==> src/rtl/usr_pkg.sv <==
// Shared op-codes, USR mode selects and controller state encoding for the
// universal shift register sequencer.
package usr_pkg;

    localparam logic [2:0] OP_LOAD = 3'b000;
    localparam logic [2:0] OP_SLL  = 3'b001;
    localparam logic [2:0] OP_SRL  = 3'b010;
    localparam logic [2:0] OP_ROL  = 3'b011;
    localparam logic [2:0] OP_ROR  = 3'b100;
    localparam logic [2:0] OP_SRA  = 3'b101;

    localparam logic [1:0] S_HOLD = 2'b00;
    localparam logic [1:0] S_SHL  = 2'b01;
    localparam logic [1:0] S_SHR  = 2'b10;
    localparam logic [1:0] S_LOAD = 2'b11;

    typedef enum logic [1:0] {
        ST_IDLE  = 2'b00,
        ST_LOAD  = 2'b01,
        ST_SHIFT = 2'b10,
        ST_RESP  = 2'b11
    } state_t;

    function automatic logic op_legal(input logic [2:0] op);
        return op <= OP_SRA;
    endfunction

endpackage

==> src/rtl/usr_core.sv <==
// Universal shift register: hold, shift left, shift right or parallel load
// selected by s each cycle. q_nxt_c exposes the value Q takes on the next edge.
module usr_core
    import usr_pkg::*;
#(
    parameter int unsigned WIDTH = 4
) (
    input  logic             clk,
    input  logic             reset,
    input  logic [1:0]       s,
    input  logic             sinr,
    input  logic             sinl,
    input  logic [WIDTH-1:0] d,
    output logic [WIDTH-1:0] q,
    output logic [WIDTH-1:0] q_nxt_c
);

    always_comb begin
        q_nxt_c = q;
        case (s)
            S_HOLD:  q_nxt_c = q;
            S_SHL:   q_nxt_c = {q[WIDTH-2:0], sinl};
            S_SHR:   q_nxt_c = {sinr, q[WIDTH-1:1]};
            default: q_nxt_c = d;
        endcase
    end

    always_ff @(posedge clk or negedge reset) begin
        if (!reset) q <= '0;
        else        q <= q_nxt_c;
    end

endmodule

==> src/rtl/usr_shift_ctrl.sv <==
// Command sequencer for a universal shift register: load, N single-bit shifts,
// then a valid/ready response. Define USR_CTRL_FASTAMT_EN to shorten
// over-range amounts (WIDTH must then be a power of two).
module usr_shift_ctrl
    import usr_pkg::*;
#(
    parameter int unsigned WIDTH = 4,
    parameter int unsigned CNT_W = 3
) (
    input  logic             clk,
    input  logic             reset,
    input  logic             cmd_valid,
    output logic             cmd_ready,
    input  logic [2:0]       cmd_op,
    input  logic [CNT_W-1:0] cmd_amt,
    input  logic [WIDTH-1:0] cmd_data,
    output logic             rsp_valid,
    input  logic             rsp_ready,
    output logic [WIDTH-1:0] rsp_data,
    output logic             rsp_err,
    output logic [1:0]       s,
    output logic             sinr,
    output logic             sinl,
    output logic             busy
);

    state_t             state_q;
    logic [2:0]         op_q;
    logic [CNT_W-1:0]   amt_q;
    logic [CNT_W-1:0]   cnt_q;
    logic [WIDTH-1:0]   data_q;
    logic               err_q;
    logic [WIDTH-1:0]   q_nxt_c;
    logic [CNT_W-1:0]   amt_eff_c;
    logic [1:0]         sh_s_c;
    logic               sh_sinl_c;
    logic               sh_sinr_c;

    usr_core #(.WIDTH(WIDTH)) u_core (
        .clk     (clk),
        .reset   (reset),
        .s       (s),
        .sinr    (sinr),
        .sinl    (sinl),
        .d       (data_q),
        .q       (rsp_data),
        .q_nxt_c (q_nxt_c)
    );

    // Effective shift count; the fast variant trims amounts that cannot change the result further.
    always_comb begin
        amt_eff_c = amt_q;
`ifdef USR_CTRL_FASTAMT_EN
        if (op_q == OP_ROL || op_q == OP_ROR)
            amt_eff_c = amt_q & CNT_W'(WIDTH - 1);
        else if (32'(amt_q) > 32'(WIDTH))
            amt_eff_c = CNT_W'(WIDTH);
`endif
    end

    // Mode and serial-in for the next shift cycle, taken from the value Q holds during that cycle.
    always_comb begin
        sh_s_c    = S_SHR;
        sh_sinl_c = 1'b0;
        sh_sinr_c = 1'b0;
        case (op_q)
            OP_SLL: sh_s_c = S_SHL;
            OP_ROL: begin
                sh_s_c    = S_SHL;
                sh_sinl_c = q_nxt_c[WIDTH-1];
            end
            OP_ROR: sh_sinr_c = q_nxt_c[0];
            OP_SRA: sh_sinr_c = q_nxt_c[WIDTH-1];
            default: ;
        endcase
    end

    always_ff @(posedge clk or negedge reset) begin
        if (!reset) begin
            state_q   <= ST_IDLE;
            op_q      <= '0;
            amt_q     <= '0;
            cnt_q     <= '0;
            data_q    <= '0;
            err_q     <= 1'b0;
            s         <= S_HOLD;
            sinr      <= 1'b0;
            sinl      <= 1'b0;
            rsp_valid <= 1'b0;
            rsp_err   <= 1'b0;
            busy      <= 1'b0;
            cmd_ready <= 1'b0;
        end else begin
            case (state_q)
                ST_IDLE: begin
                    cmd_ready <= 1'b1;
                    if (cmd_valid && cmd_ready) begin
                        op_q      <= cmd_op;
                        amt_q     <= cmd_amt;
                        data_q    <= cmd_data;
                        cmd_ready <= 1'b0;
                        busy      <= 1'b1;
                        state_q   <= ST_LOAD;
                        // An illegal op spends its decode cycle here with s held, so Q is untouched.
                        err_q     <= !op_legal(cmd_op);
                        s         <= op_legal(cmd_op) ? S_LOAD : S_HOLD;
                    end
                end
                ST_LOAD: begin
                    cnt_q <= amt_eff_c;
                    if (err_q || op_q == OP_LOAD || amt_eff_c == '0) begin
                        state_q   <= ST_RESP;
                        s         <= S_HOLD;
                        rsp_valid <= 1'b1;
                        rsp_err   <= err_q;
                    end else begin
                        state_q <= ST_SHIFT;
                        s       <= sh_s_c;
                        sinl    <= sh_sinl_c;
                        sinr    <= sh_sinr_c;
                    end
                end
                ST_SHIFT: begin
                    cnt_q <= cnt_q - CNT_W'(1);
                    if (cnt_q == CNT_W'(1)) begin
                        state_q   <= ST_RESP;
                        s         <= S_HOLD;
                        sinl      <= 1'b0;
                        sinr      <= 1'b0;
                        rsp_valid <= 1'b1;
                    end else begin
                        s    <= sh_s_c;
                        sinl <= sh_sinl_c;
                        sinr <= sh_sinr_c;
                    end
                end
                ST_RESP: begin
                    if (rsp_ready) begin
                        state_q   <= ST_IDLE;
                        rsp_valid <= 1'b0;
                        rsp_err   <= 1'b0;
                        busy      <= 1'b0;
                        cmd_ready <= 1'b1;
                    end
                end
                default: state_q <= ST_IDLE;
            endcase
        end
    end

endmodule

==> config.mk <==
export PLATFORM = sky130hd
export DESIGN_NAME = usr_shift_ctrl
export DESIGN_NICKNAME = d
export VERILOG_FILES = /design/src/rtl/usr_pkg.sv /design/src/rtl/usr_core.sv /design/src/rtl/usr_shift_ctrl.sv
export SDC_FILE = /design/constraint.sdc
export NUM_CORES = 1
export LEC_CHECK = 0
export ABC_AREA = 1
export BUFFER_PORTS_ARGS = -buffer_cell sky130_fd_sc_hd__clkbuf_2
export CORE_MARGIN = 4
export CORE_UTILIZATION = 50
export DETAILED_ROUTE_END_ITERATION = 10
export PLACE_DENSITY = 0.75
export SKIP_CTS_REPAIR_TIMING = 1
export SYNTH_ARGS = -nofsm -noshare
export SYNTH_HDL_FRONTEND = slang
export SYNTH_SLANG_ARGS = --single-unit
export TNS_END_PERCENT = 100
==> constraint.sdc <==
create_clock -name clk -period 1.35 [get_ports clk]
set_clock_uncertainty 0.1 [all_clocks]
set_input_delay 0.27 -clock clk [delete_from_list [all_inputs] [get_ports clk]]
set_output_delay 0.27 -clock clk [all_outputs]
set_load 0.1 [all_outputs]
==> metrics, run 1 <==
capturing instance or port of the critical path s[1]; detailed-route wire length per cell 15.1 microns; Final nets 266; maximum buffer depth of the clock tree 2; area enclosed by the die boundary 0.00402 sq mm; final count of negative-setup-slack endpoints 26; Via Count 1505; CP max FO 2; effective utilization at floorplan 53.8%; number of top-level design ports 26; number of DRC markers in iteration 0 118; violated checks negative setup slack; Cell Rows 19; Data required, critical path 0.98 ns; FF-to-FF Start s[0]; initial antenna violation count 0; global-route wire length before repair 6.15 mm; Highest Clock Rate 0.663 GHz; worst skew pair latency 0.34 ns; path class of the lowest-slack min-delay path input port to flip-flop; endpoint kind of the worst setup timing path output pin; number of synthesized register bits 28; category of the most critical setup path flip-flop to output pin; n_diodes 0; GRT overflow 0; FF-to-FF setup slack -0.09 ns; TritonCTS clock tree done; final weighted congestion of routability-driven global placement 0.903; final instance area 0.00238 sq mm; number of cell instances on the worst register-to-register path 9; clock transition at the registers of the reported paths 0.16 ns; max-cap viol count 0; average size of a mapped cell 8.12 sq um; placed insts 253; max-slew headroom at the worst pin 76.3%; cell at the root of the clock tree sky130_fd_sc_hd__clkbuf_4; slowest stage cell on the critical path sky130_fd_sc_hd__dfrtp_4; Final Critical Period 1.51 ns; worst flop-to-flop path endpoint sinr; TritonCTS Sinks 28; status finished, violations left; proportion of layout cells with a drive suffix above 1 51.2%; number of distinct library cells after synthesis 27; RSZ-0062 raised after global routing true; final standard cell utilization of the core 83.5%; Die Span X 63.4 microns; count of pins over their slew limit 0; DP Area 0.00202 sq mm; via density per instance 5.47; synthesized instance count 189; Area growth syn-to-layout 55.2%; half-perimeter wire length after detailed placement 2.87 mm; minimum hold slack 0.0234 ns; peak per-stage delay on the critical path 0.52 ns; category of the worst setup path launch point flip-flop; worst-path cell chain buf_6, buf_12; Pre-Repair DR Iteration Count 5; antenna violation net count after detailed routing 0; final hold viol count 0; pin count of the biggest net entering global routing 29; Yosys warning count 0; share of the clock period used by the worst path 112%; slew at the pin closest to its max-slew limit 0.356 ns; cts bufs inserted 3; Final Instance Count excl. Fillers 275; Fillers 163; hold depth 3; vertical die dimension 63.4 microns; CTS H-Tree Depth 1; count of input and output buffers 25; register area share after synthesis 45.7%; worst setup path startpoint s[1]; syn_nets 210; number of global-route vias before repair 1354; Std-Cell Core Area 0.00285 sq mm; DRC Markers 0; Synth Cell Area 0.00153 sq mm; GRT Overall Usage 19.1%; crit path setup slack, layout -0.159 ns; Post-Route WL 4.17 mm; endpoint arrival time on the critical path 1.14 ns
-- per-stage QoR --
step	setup WS, ns	TNS [ns]
final	-0.159	-1.78
after global routing	-0.190	-3.59
after CTS	-0.250	-2.93
after detailed placement	-0.131	-1.94
after global placement	-0.0677	-0.443
after floorplan	-0.156	-0.522
-- logic make-up after synthesis --
family	after synthesis	synth area share, %
and+or+nand+nor	97	29.0
DFF	28	45.7
buffers and inverters	29	8.40
adders and majority gates	7	5.71
AOI/OAI and AO/OA	28	11.2
-- area by class of cell --
cell class,count,area [sq um],area share [%]
tap,31,38.8,1.63
inverter,25,104,4.36
clock inverter,1,30.0,1.26
timing repair buffer,55,573,24.1
clock buffer,3,22.5,0.946
sequential,28,723,30.4
multi-input combinational,132,890,37.4
-- state kept, by name, summed over array words and instances, names as in the netlist --
signal / cells
data_q: 4
u_core.q: 4
amt_eff_c: 3
cnt_q: 3
op_q: 3
s: 2
state_q: 2
busy: 1
cmd_ready: 1
err_q: 1
rsp_err: 1
rsp_valid: 1
sinl: 1
sinr: 1
-- critical path: cells and delay by family (launching register included) --
family,cells,cell delay [ns]
buffers and inverters,2,0.28
flip-flops,1,0.52
-- worst min path at each step --
stage                      from      endpoint  slack (ns)
floorplan                 reset  amt_eff_c[0]       -0.13
global placement          reset      cnt_q[0]        0.19
detailed placement        reset      cnt_q[0]        0.19
CTS                       reset          sinr       -0.18
global route         cmd_amt[1]  amt_eff_c[1]        0.02
finish              cmd_data[2]     data_q[2]        0.02
-- layer usage --
layer / global-route usage [%] / vias to the layer above / routed length (microns)
met5: 0 / - / 0
met1: 22.7 / 725 / 1640
met3: 3.02 / 9 / 201
met2: 32.9 / 53 / 2260
met4: 9.97 / 0 / 67
li1: - / 718 / -
-- cells in the mapped netlist, drive strengths merged --
master | count | share of area [%]
a21boi | 1 | 1.2
a21oi | 7 | 3.0
a22o | 1 | 0.57
a22oi | 1 | 0.49
buf | 4 | 2.3
dfrtp | 28 | 46
ha | 7 | 5.7
inv | 25 | 6.1
nand2 | 61 | 16
nand3 | 16 | 5.5
nand4 | 5 | 2.4
nor2 | 11 | 3.8
nor3 | 2 | 0.65
o21ai | 18 | 5.9
or2 | 2 | 0.98
-- cell usage in the layout (no fill, tap or decap), types with 4 or more instances in the layout --
cell type and instances:
sky130_fd_sc_hd__a21oi_1 4, sky130_fd_sc_hd__buf_12 12, sky130_fd_sc_hd__buf_4 18, sky130_fd_sc_hd__buf_6 10, sky130_fd_sc_hd__clkbuf_2 13, sky130_fd_sc_hd__dfrtp_1 16
sky130_fd_sc_hd__dfrtp_2 9, sky130_fd_sc_hd__ha_4 4, sky130_fd_sc_hd__inv_1 13, sky130_fd_sc_hd__inv_2 8, sky130_fd_sc_hd__inv_4 4, sky130_fd_sc_hd__nand2_1 44
sky130_fd_sc_hd__nand2_2 13, sky130_fd_sc_hd__nand2_4 4, sky130_fd_sc_hd__nand3_1 13, sky130_fd_sc_hd__nand4_1 4, sky130_fd_sc_hd__nor2_1 8, sky130_fd_sc_hd__o21ai_1 9
sky130_fd_sc_hd__o21ai_2 7
Power of run 1 is left out: the tool's default activity adds up to more than one toggle a clock period on the data nets, which glitch-free logic cannot reach.
==> run 2, diff against run 1 <==
--- a/config.mk
+++ b/config.mk
@@ -11,6 +11,7 @@
 export CORE_UTILIZATION = 50
 export DETAILED_ROUTE_END_ITERATION = 10
 export PLACE_DENSITY = 0.75
+export RECOVER_POWER = 100
 export SKIP_CTS_REPAIR_TIMING = 1
 export SYNTH_ARGS = -nofsm -noshare
 export SYNTH_HDL_FRONTEND = slang
==> run 2 against run 1 <==
Critical path depth stayed put. The flow still finishes with violations (negative setup slack). Core utilization decreased by 0.088 points. Sequential share of layout area hardly changed. First-iteration DRC count is the same. Non-clock buffer count is the same. Via count shrank 0.40%. Highest routed layer unchanged. Die area is the same. Global-route usage stayed put. Fmax fell by 0.74%. Critical endpoint unchanged.
==> metrics, run 2 (synthesized netlist as in run 1, its figures left out) <==
vertical die dimension 63.4 microns (unchanged); max-cap viol count 0 (unchanged); Pre-Repair DR Iteration Count 4 (was 5); final count of negative-setup-slack endpoints 26 (unchanged); Die Span X 63.4 microns (unchanged); cell at the root of the clock tree sky130_fd_sc_hd__clkbuf_4 (unchanged); Final Critical Period 1.52 ns (was 1.51 ns); antenna violation net count after detailed routing 0 (unchanged); final hold viol count 0 (unchanged); pin count of the biggest net entering global routing 29 (unchanged); TritonCTS clock tree done (unchanged); CTS H-Tree Depth 1 (unchanged); DRC Markers 0 (unchanged); global-route wire length before repair 6.15 mm (unchanged); via density per instance 5.45 (was 5.47); clock transition at the registers of the reported paths 0.17 ns (was 0.16 ns); Final nets 266 (unchanged); Highest Clock Rate 0.658 GHz (was 0.663 GHz); Final Instance Count excl. Fillers 275 (unchanged); area enclosed by the die boundary 0.00402 sq mm (unchanged); number of global-route vias before repair 1354 (unchanged); endpoint arrival time on the critical path 1.15 ns (was 1.14 ns); RSZ-0062 raised after global routing true (unchanged); commonest non-fill, non-tap cell in the layout sky130_fd_sc_hd__nand2_1 (unchanged); FF-to-FF Start s[0] (unchanged); hold depth 3 (unchanged); DP Worst Slack -0.131 ns (unchanged); Fillers 164 (was 163); Area growth syn-to-layout 55.1% (was 55.2%); endpoint kind of the worst setup timing path output pin (unchanged); slew at the pin closest to its max-slew limit 0.693 ns (was 0.356 ns); crit path setup slack, layout -0.170 ns (was -0.159 ns); n_diodes 0 (unchanged); CP max FO 2 (unchanged); count of input and output buffers 25 (unchanged); Data required, critical path 0.98 ns (about the same); cts bufs inserted 3 (unchanged); Post-Route WL 4.19 mm (was 4.17 mm); category of the most critical setup path flip-flop to output pin (unchanged); number of top-level design ports 26 (unchanged); number of cell instances on the worst register-to-register path 9 (unchanged); total negative slack -1.95 ns (was -1.78 ns); largest registers data_q x4, u_core.q x4 (unchanged); GRT overflow 0 (unchanged); proportion of layout cells with a drive suffix above 1 51.2% (unchanged); max-slew headroom at the worst pin 53.8% (was 76.3%); violated checks negative setup slack (unchanged); share of the clock period used by the worst path 113% (was 112%); status finished, violations left (unchanged); Endpoint, Worst Hold data_q[2] (unchanged); worst skew pair latency 0.35 ns (was 0.34 ns); effective utilization at floorplan 53.8% (unchanged); Cell Rows 19 (unchanged); number of DRC markers in iteration 0 118 (unchanged); GRT Overall Usage 19.1% (unchanged); Std-Cell Core Area 0.00285 sq mm (unchanged); count of pins over their slew limit 0 (unchanged); Via Count 1499 (was 1505); TritonCTS Sinks 28 (unchanged); maximum buffer depth of the clock tree 2 (unchanged); path class of the lowest-slack min-delay path input port to flip-flop (unchanged); commonest cells after routing, fill and taps aside sky130_fd_sc_hd__nand2_1 (44), sky130_fd_sc_hd__buf_4 (17), sky130_fd_sc_hd__dfrtp_1 (16), sky130_fd_sc_hd__clkbuf_2 (14) (was sky130_fd_sc_hd__nand2_1 (44), sky130_fd_sc_hd__buf_4 (18), sky130_fd_sc_hd__dfrtp_1 (16)); critical hold path startpoint cmd_data[2] (unchanged); category of the worst setup path launch point flip-flop (unchanged); initial antenna violation count 0 (unchanged); placed insts 253 (unchanged); FF-to-FF setup slack -0.10 ns (was -0.09 ns); half-perimeter wire length after detailed placement 2.87 mm (unchanged); worst flop-to-flop path endpoint sinr (unchanged); minimum hold slack 0.0245 ns (was 0.0234 ns); detailed-route wire length per cell 15.2 microns (was 15.1 microns); final weighted congestion of routability-driven global placement 0.903 (unchanged)
[run 2: final cells by class]
type / instances / area, sq um / area share, %
inverters: 25 / 104 / 4.37
multi-input cells: 132 / 890 / 37.4
well taps: 31 / 38.8 / 1.63
clock inverters: 1 / 30.0 / 1.26
repair buffers: 55 / 571 / 24.0
clock buffers: 3 / 22.5 / 0.947
flip-flops and latches: 28 / 723 / 30.4
[run 2: worst max path at each step]
stage	start	endpoint	slack [ns]
global placement	state_q[1]	rsp_err	-0.07
global route	s[0]	s[0]	-0.19
finish	s[1]	s[1]	-0.17
detailed placement	state_q[1]	s[0]	-0.13
CTS	s[0]	s[0]	-0.25
floorplan	s[1]	sinr	-0.16
[run 2: per-stage QoR]
stage                     area, sq um  util, %
after floorplan                  1630        -
after global placement           2020     70.9
after detailed placement         2020     70.9
after CTS                        2070     72.7
after global routing             2380     83.4
final                            2380     83.4
[run 2: worst max-delay path, cell delays in order, from the launching register on]
cell and delay (ns):
sky130_fd_sc_hd__dfrtp_4 0.52, sky130_fd_sc_hd__buf_6 0.13, sky130_fd_sc_hd__buf_12 0.15
[run 2: metal layers]
layer | part of all wire [%] | track usage, %
met1 | 40 | 22.7
met3 | 4.5 | 3.02
met2 | 53 | 32.9
met4 | 2.2 | 9.97
met5 | 0 | 0
Power of run 2 is left out for the same reason.
